==> src/rtl/async_fifo_pkg.sv <==
// Shared definitions for the dual-clock FIFO read and write controllers.
// Pure package: no latency or backpressure of its own.
package async_fifo_pkg;

  localparam int SYNC_STAGES = 2;
  localparam int OCC_W       = 2;
  localparam int GW          = 32;

  function automatic logic [GW-1:0] bin2gray_f(input logic [GW-1:0] b);
    return b ^ (b >> 1);
  endfunction

  // Zero-extended inputs convert correctly, so callers truncate the result.
  function automatic logic [GW-1:0] gray2bin_f(input logic [GW-1:0] g);
    logic [GW-1:0] b;
    b[GW-1] = g[GW-1];
    for (int i = GW - 2; i >= 0; i--) begin
      b[i] = b[i+1] ^ g[i];
    end
    return b;
  endfunction

endpackage

==> src/rtl/bin2gray.sv <==
// Binary to gray pointer conversion.
// Combinational, no backpressure.
module bin2gray
  import async_fifo_pkg::*;
#(
  parameter int W = 5
) (
  input  logic [W-1:0] i_bin,
  output logic [W-1:0] o_gray
);

  assign o_gray = W'(bin2gray_f(GW'(i_bin)));

endmodule

==> src/rtl/gray2bin.sv <==
// Gray to binary pointer conversion.
// Combinational, no backpressure.
module gray2bin
  import async_fifo_pkg::*;
#(
  parameter int W = 5
) (
  input  logic [W-1:0] i_gray,
  output logic [W-1:0] o_bin
);

  assign o_bin = W'(gray2bin_f(GW'(i_gray)));

endmodule

==> src/rtl/rfwft_buf.sv <==
// Two-entry output/skid register for FWFT presentation, with occupancy count.
// Arrival to rdata takes 1 cycle; when rready is low it absorbs up to two words.
module rfwft_buf
  import async_fifo_pkg::*;
#(
  parameter int DWIDTH = 8
) (
  input  logic              clk,
  input  logic              srst,
  input  logic              i_inflight,
  input  logic [DWIDTH-1:0] i_mem_rdata,
  input  logic              i_rready,
  output logic [DWIDTH-1:0] o_rdata,
  output logic              o_rvalid,
  output logic              o_pop,
  output logic [OCC_W-1:0]  o_occ
);

  logic              r_out_vld;
  logic              r_skid_vld;
  logic [DWIDTH-1:0] r_out_dat;
  logic [DWIDTH-1:0] r_skid_dat;
  logic              w_pop;

  assign w_pop    = r_out_vld & i_rready;
  assign o_pop    = w_pop;
  assign o_rvalid = r_out_vld;
  assign o_rdata  = r_out_dat;
  assign o_occ    = {1'b0, i_inflight} + {1'b0, r_out_vld} + {1'b0, r_skid_vld};

  always_ff @(posedge clk) begin
    if (srst) begin
      r_out_vld  <= 1'b0;
      r_skid_vld <= 1'b0;
      r_out_dat  <= '0;
      r_skid_dat <= '0;
    end else if (i_inflight) begin
      if (!r_out_vld || (w_pop && !r_skid_vld)) begin
        r_out_dat <= i_mem_rdata;
        r_out_vld <= 1'b1;
      end else if (w_pop) begin
        // Skid advances and the arriving word refills it; skid stays valid.
        r_out_dat  <= r_skid_dat;
        r_skid_dat <= i_mem_rdata;
      end else begin
        r_skid_dat <= i_mem_rdata;
        r_skid_vld <= 1'b1;
      end
    end else if (w_pop) begin
      if (r_skid_vld) begin
        r_out_dat  <= r_skid_dat;
        r_skid_vld <= 1'b0;
      end else begin
        r_out_vld <= 1'b0;
      end
    end
  end

endmodule

==> src/rtl/rlogic_fwft.sv <==
// Read-side controller of the dual-clock FIFO: gray pointer sync, 1-cycle buffer read, FWFT output.
// Empty-to-rvalid takes 5 rclk edges; prefetches at most 2 words under stall. Optional rlevel via RLOGIC_RLEVEL_EN.
module rlogic_fwft
  import async_fifo_pkg::*;
#(
  parameter int AWIDTH = 4,
  parameter int DWIDTH = 8
) (
  input  logic              rclk,
  input  logic              srst,
  input  logic [AWIDTH:0]   wgray,
  output logic [AWIDTH:0]   rgray,
  output logic [AWIDTH-1:0] raddr,
  output logic              ren,
  input  logic [DWIDTH-1:0] mem_rdata,
  output logic [DWIDTH-1:0] rdata,
  output logic              rvalid,
  input  logic              rready,
  output logic              rempty
`ifdef RLOGIC_RLEVEL_EN
  ,
  output logic [AWIDTH:0]   rlevel
`endif
);

  localparam int PW = AWIDTH + 1;

  logic [PW-1:0]    r_wsync [SYNC_STAGES];
  logic [PW-1:0]    r_rbin;
  logic             r_inflight;
  logic [PW-1:0]    w_wsync_bin;
  logic [PW-1:0]    w_rbin_next;
  logic [PW-1:0]    w_rgray_next;
  logic [OCC_W-1:0] w_occ;
  logic [OCC_W-1:0] w_need;
  logic             w_pop;

  always_ff @(posedge rclk) begin
    if (srst) begin
      for (int s = 0; s < SYNC_STAGES; s++) r_wsync[s] <= '0;
    end else begin
      r_wsync[0] <= wgray;
      for (int s = 1; s < SYNC_STAGES; s++) r_wsync[s] <= r_wsync[s-1];
    end
  end

  gray2bin #(.W(PW)) u_wsync_bin (
    .i_gray (r_wsync[SYNC_STAGES-1]),
    .o_bin  (w_wsync_bin)
  );

  // occ never falls below pop, so the subtraction cannot underflow.
  assign w_need      = w_occ - {{(OCC_W-1){1'b0}}, w_pop};
  assign ren         = !rempty && (w_need < OCC_W'(2));
  assign w_rbin_next = r_rbin + {{(PW-1){1'b0}}, ren};
  assign raddr       = r_rbin[AWIDTH-1:0];

  bin2gray #(.W(PW)) u_rgray_next (
    .i_bin  (w_rbin_next),
    .o_gray (w_rgray_next)
  );

  always_ff @(posedge rclk) begin
    if (srst) begin
      r_rbin     <= '0;
      rgray      <= '0;
      rempty     <= 1'b1;
      r_inflight <= 1'b0;
    end else begin
      r_rbin     <= w_rbin_next;
      rgray      <= w_rgray_next;
      rempty     <= (w_wsync_bin == w_rbin_next);
      r_inflight <= ren;
    end
  end

  rfwft_buf #(.DWIDTH(DWIDTH)) u_buf (
    .clk         (rclk),
    .srst        (srst),
    .i_inflight  (r_inflight),
    .i_mem_rdata (mem_rdata),
    .i_rready    (rready),
    .o_rdata     (rdata),
    .o_rvalid    (rvalid),
    .o_pop       (w_pop),
    .o_occ       (w_occ)
  );

`ifdef RLOGIC_RLEVEL_EN
  always_ff @(posedge rclk) begin
    if (srst) rlevel <= '0;
    else      rlevel <= (w_wsync_bin - r_rbin) + PW'(w_occ);
  end
`endif

endmodule

==> config.mk <==
export PLATFORM = sky130hd
export DESIGN_NAME = rlogic_fwft
export DESIGN_NICKNAME = d
export VERILOG_FILES = /design/src/rtl/async_fifo_pkg.sv /design/src/rtl/bin2gray.sv /design/src/rtl/gray2bin.sv /design/src/rtl/rfwft_buf.sv /design/src/rtl/rlogic_fwft.sv
export SDC_FILE = /design/constraint.sdc
export NUM_CORES = 1
export LEC_CHECK = 0
export BUFFER_PORTS_ARGS = -buffer_cell sky130_fd_sc_hd__buf_2
export CAP_MARGIN = 20
export CORE_MARGIN = 1
export CORE_UTILIZATION = 50
export DETAILED_ROUTE_END_ITERATION = 10
export PLACE_DENSITY = 0.85
export SETUP_SLACK_MARGIN = 0.05
export SLEW_MARGIN = 15
export SYNTH_ARGS = -nofsm -noshare
export SYNTH_HDL_FRONTEND = slang
export SYNTH_HIERARCHICAL = 1
export SYNTH_SLANG_ARGS = --single-unit
==> constraint.sdc <==
create_clock -name rclk -period 2.8 [get_ports rclk]
set_input_delay 0.42 -clock rclk [delete_from_list [all_inputs] [get_ports rclk]]
set_output_delay 0.42 -clock rclk [all_outputs]
set_load 0.05 [all_outputs]
==> flow_metrics.py <==
metrics = {
    "status": {
        "status": "complete, no violations",
    },
    "cts": {
        "cts_hold_buf": 0,
        "htreeDepth": 2,
        "clockBufferDepth": 2,
        "cts_buffers": 5,
        "cts_tree": "done",
        "clk_latency_ps": 350,
        "clk_pin_slew_worst_paths_ps": 120,
        "root_buffer": "clkbuf_4",
        "cts_sinks": 40,
    },
    "logic_synthesis": {
        "ys_seq_area_frac": 0.459,
        "synth_fa_ha_area_frac": 0.0387,
        "muxShareOfSynthArea": 0.0918,
        "ys_warn_count": 6,
        "synth-simple-area-share": 0.153,
        "synth.largest_area_cell": "dfxtp_1",
        "netlist_instances": 161,
        "ys_top_cells_by_count": "dfxtp_1 (40), nor2b_1 (21), nor2_1 (19), mux2i_1 (16), xor2_1 (10)",
        "synth-seq-cells": 40,
        "synth_edf_count": 0,
        "synth-compound-area-share": 0.0990,
        "async_reset_ff_frac": 0,
        "ys.flop_type": "dfxtp_1",
        "synth.most_common_cell": "dfxtp_1",
        "synth_xor_area_frac": 0.103,
        "post_synth.cell_area_avg_um2": 10.8,
        "syn_area_um2": 1740,
        "yosysTopAreaCellShare": 0.459,
        "synth_fp_nets": 181,
        "yosysUniqueCellTypes": 31,
        "synth_area_leaders": "dfxtp_1 (46%), mux2i_1 (9.2%), nor2b_1 (7.5%)",
        "synth_top_family_by_area": "simple AND/OR/NAND/NOR gates",
    },
    "place": {
        "io_buffer_count": 35,
        "place_hpwl_um": 1860,
        "placed_area_um2": 1910,
        "globalplace.congestion": 0.707,
        "dp.cells": 231,
    },
    "finish": {
        "fill_cells": 304,
        "nets": 214,
        "fin_util": 0.604,
        "area_growth_pct": 15.5,
        "finish.instance_area_um2": 2010,
        "finalNonFillerCells": 241,
        "drive_gt1_frac": 0.344,
        "antennaDiodeCount": 0,
    },
    "sta": {
        "tightestPinTransition_ps": 751,
        "setup_viol": 0,
        "finalCriticalPeriod_ps": 2490,
        "fin_crit_sh": 0.888,
        "relSlewSlack": 0.499,
        "rsz0062_at_grt": "false",
        "fmax_mhz": 402,
        "fin_setup_tns_ps": 0,
        "finClkSkew_ps": 10.2,
        "slew_viol_final": 0,
        "hold_violations": 0,
    },
    "grt": {
        "gr-total-overflow": 0,
        "grt_usage": 0.160,
        "grt_max_degree": 41,
        "grt_pass1_vias": 1025,
        "grt_pass1_wl_um": 4260,
        "antenna_found_initial": 0,
    },
    "setup_path": {
        "arrival_ps": 2700,
        "startpoint_type": "flip-flop",
        "critPathMaxFanout": 6,
        "worstSetupEndpointType": "flip-flop",
        "critical_path_required_ps": 3010,
        "critPathKind": "reg2reg",
    },
    "drt": {
        "wl_met2_um": 1300,
        "dr.pass1.iters": 4,
        "highest_layer": "met4",
        "vias": 1135,
        "vias_per_cell": 4.71,
        "wl_met1_um": 1230,
        "drt_iter0_markers": 66,
        "drt-total-wl_um": 2700,
        "drc": 0,
        "avgRoutedWirePerCell_um": 11.2,
        "routed-wl-met3_um": 112,
        "drt.antenna.violating_nets": 0,
    },
    "floorplanning": {
        "die-area_um2": 3730,
        "io_pins": 36,
        "die_h_um": 61.1,
        "die_width_um": 61.1,
        "coreArea_um2": 3340,
        "start_util": 0.523,
        "rows": 21,
    },
    "power_and_ir_drop": {
        "power_density_nw_per_um2": 688,
        "p_leak_nw": 0.945,
        "peakVddDrop_mv": 0.374,
        "power_mw": 1.39,
    },
    "worst_hold_path": {
        "hp-class": "in2reg",
    },
    "run": {
        "drv_cap": 0,
    },
}
placed cells by master (no fill, tap or decap), types with 2 or more instances in the layout:
cell type and instances:
a21oi_4 2, nand2_1 2, nor2_1 19, dfxtp_2 2, ha_1 2, xor2_1 10, buf_4 2, xnor2_1 5
clkbuf_4 5, inv_1 5, nor2b_1 19, buf_2 35, a21oi_1 2, dfxtp_1 37, mux2i_1 16, a211oi_2 8
report_power, final:
part,leakage [nW],switching [mW],internal [mW]
clock,0.0404,0.185,0.151
sequential,0.328,0.0280,0.615
combinational,0.576,0.262,0.143
stage by stage:
step           worst slack [ps]  hold WS, ps
4_1_cts                     184          262
3_3_place_gp                327          417
2_1_floorplan              95.9          414
5_1_grt                    97.1          267
6_report                    313          266
3_5_place_dp                226          427
worst max-delay path, cell delays in order, from the launching register on:
cell,delay [ps]
dfxtp_2,370
fa_1,490
nor2b_2,130
xnor2_1,130
nor2b_4,180
ha_1,180
ha_2,200
and2_1,150
nand2_1,90
xnor2_2,170
xor2_1,140
nor2b_1,130
area by class of cell:
| class | count | area, um2 | area share |
|---|---|---|---|
| Sequential cell | 40 | 807 | 0.401 |
| Multi-Input combinational cell | 104 | 866 | 0.430 |
| Timing Repair Buffer | 37 | 190 | 0.0944 |
| Clock inverter | 1 | 5.00 | 0.00248 |
| Tap cell | 46 | 57.6 | 0.0286 |
| Inverter | 6 | 22.5 | 0.0112 |
| Clock buffer | 7 | 66.3 | 0.0329 |
flip-flops by register name (all words and copies together), names as in the netlist:
register	flops
r_inflight	1
r_rbin	5
r_wsync	10
rempty	1
rgray	5
u_buf/o_rdata	8
u_buf/o_rvalid	1
u_buf/r_skid_dat	8
u_buf/r_skid_vld	1
per-layer routing:
| metal | vias up | track usage |
|---|---|---|
| li1 | 588 | - |
| met1 | 516 | 0.170 |
| met2 | 24 | 0.281 |
| met3 | 7 | 0.0504 |
| met4 | 0 | 0.0877 |
| met5 | - | 0 |
cell families (layout without fill, tap and decap cells):
group	Yosys count	in the layout
compound gates	16	16
simple gates	49	49
flops	40	40
buf+inv	17	51
mux	16	16
fa+ha+maj	5	5
xor+xnor	18	18
path summary, 6_finish.rpt:
path / start / endpoint / slack, ps / cells past startpoint
worst max-delay path: r_inflight / rgray[3] / 310 / 11
worst min-delay path: wgray[0] / r_wsync[0][0] / 270 / 2
worst max register to register: r_inflight / rgray[3] / 310 / 11
worst min register to register: r_wsync[0][2] / r_wsync[0][7] / 450 / 1
timing repair:
item	in CTS	in global routing
endpoints found under the hold margin	0	0
gates resized for setup	0	5
buffers inserted	0	2
setup endpoints to repair	0	1
Power figures use the tool's default switching activity.
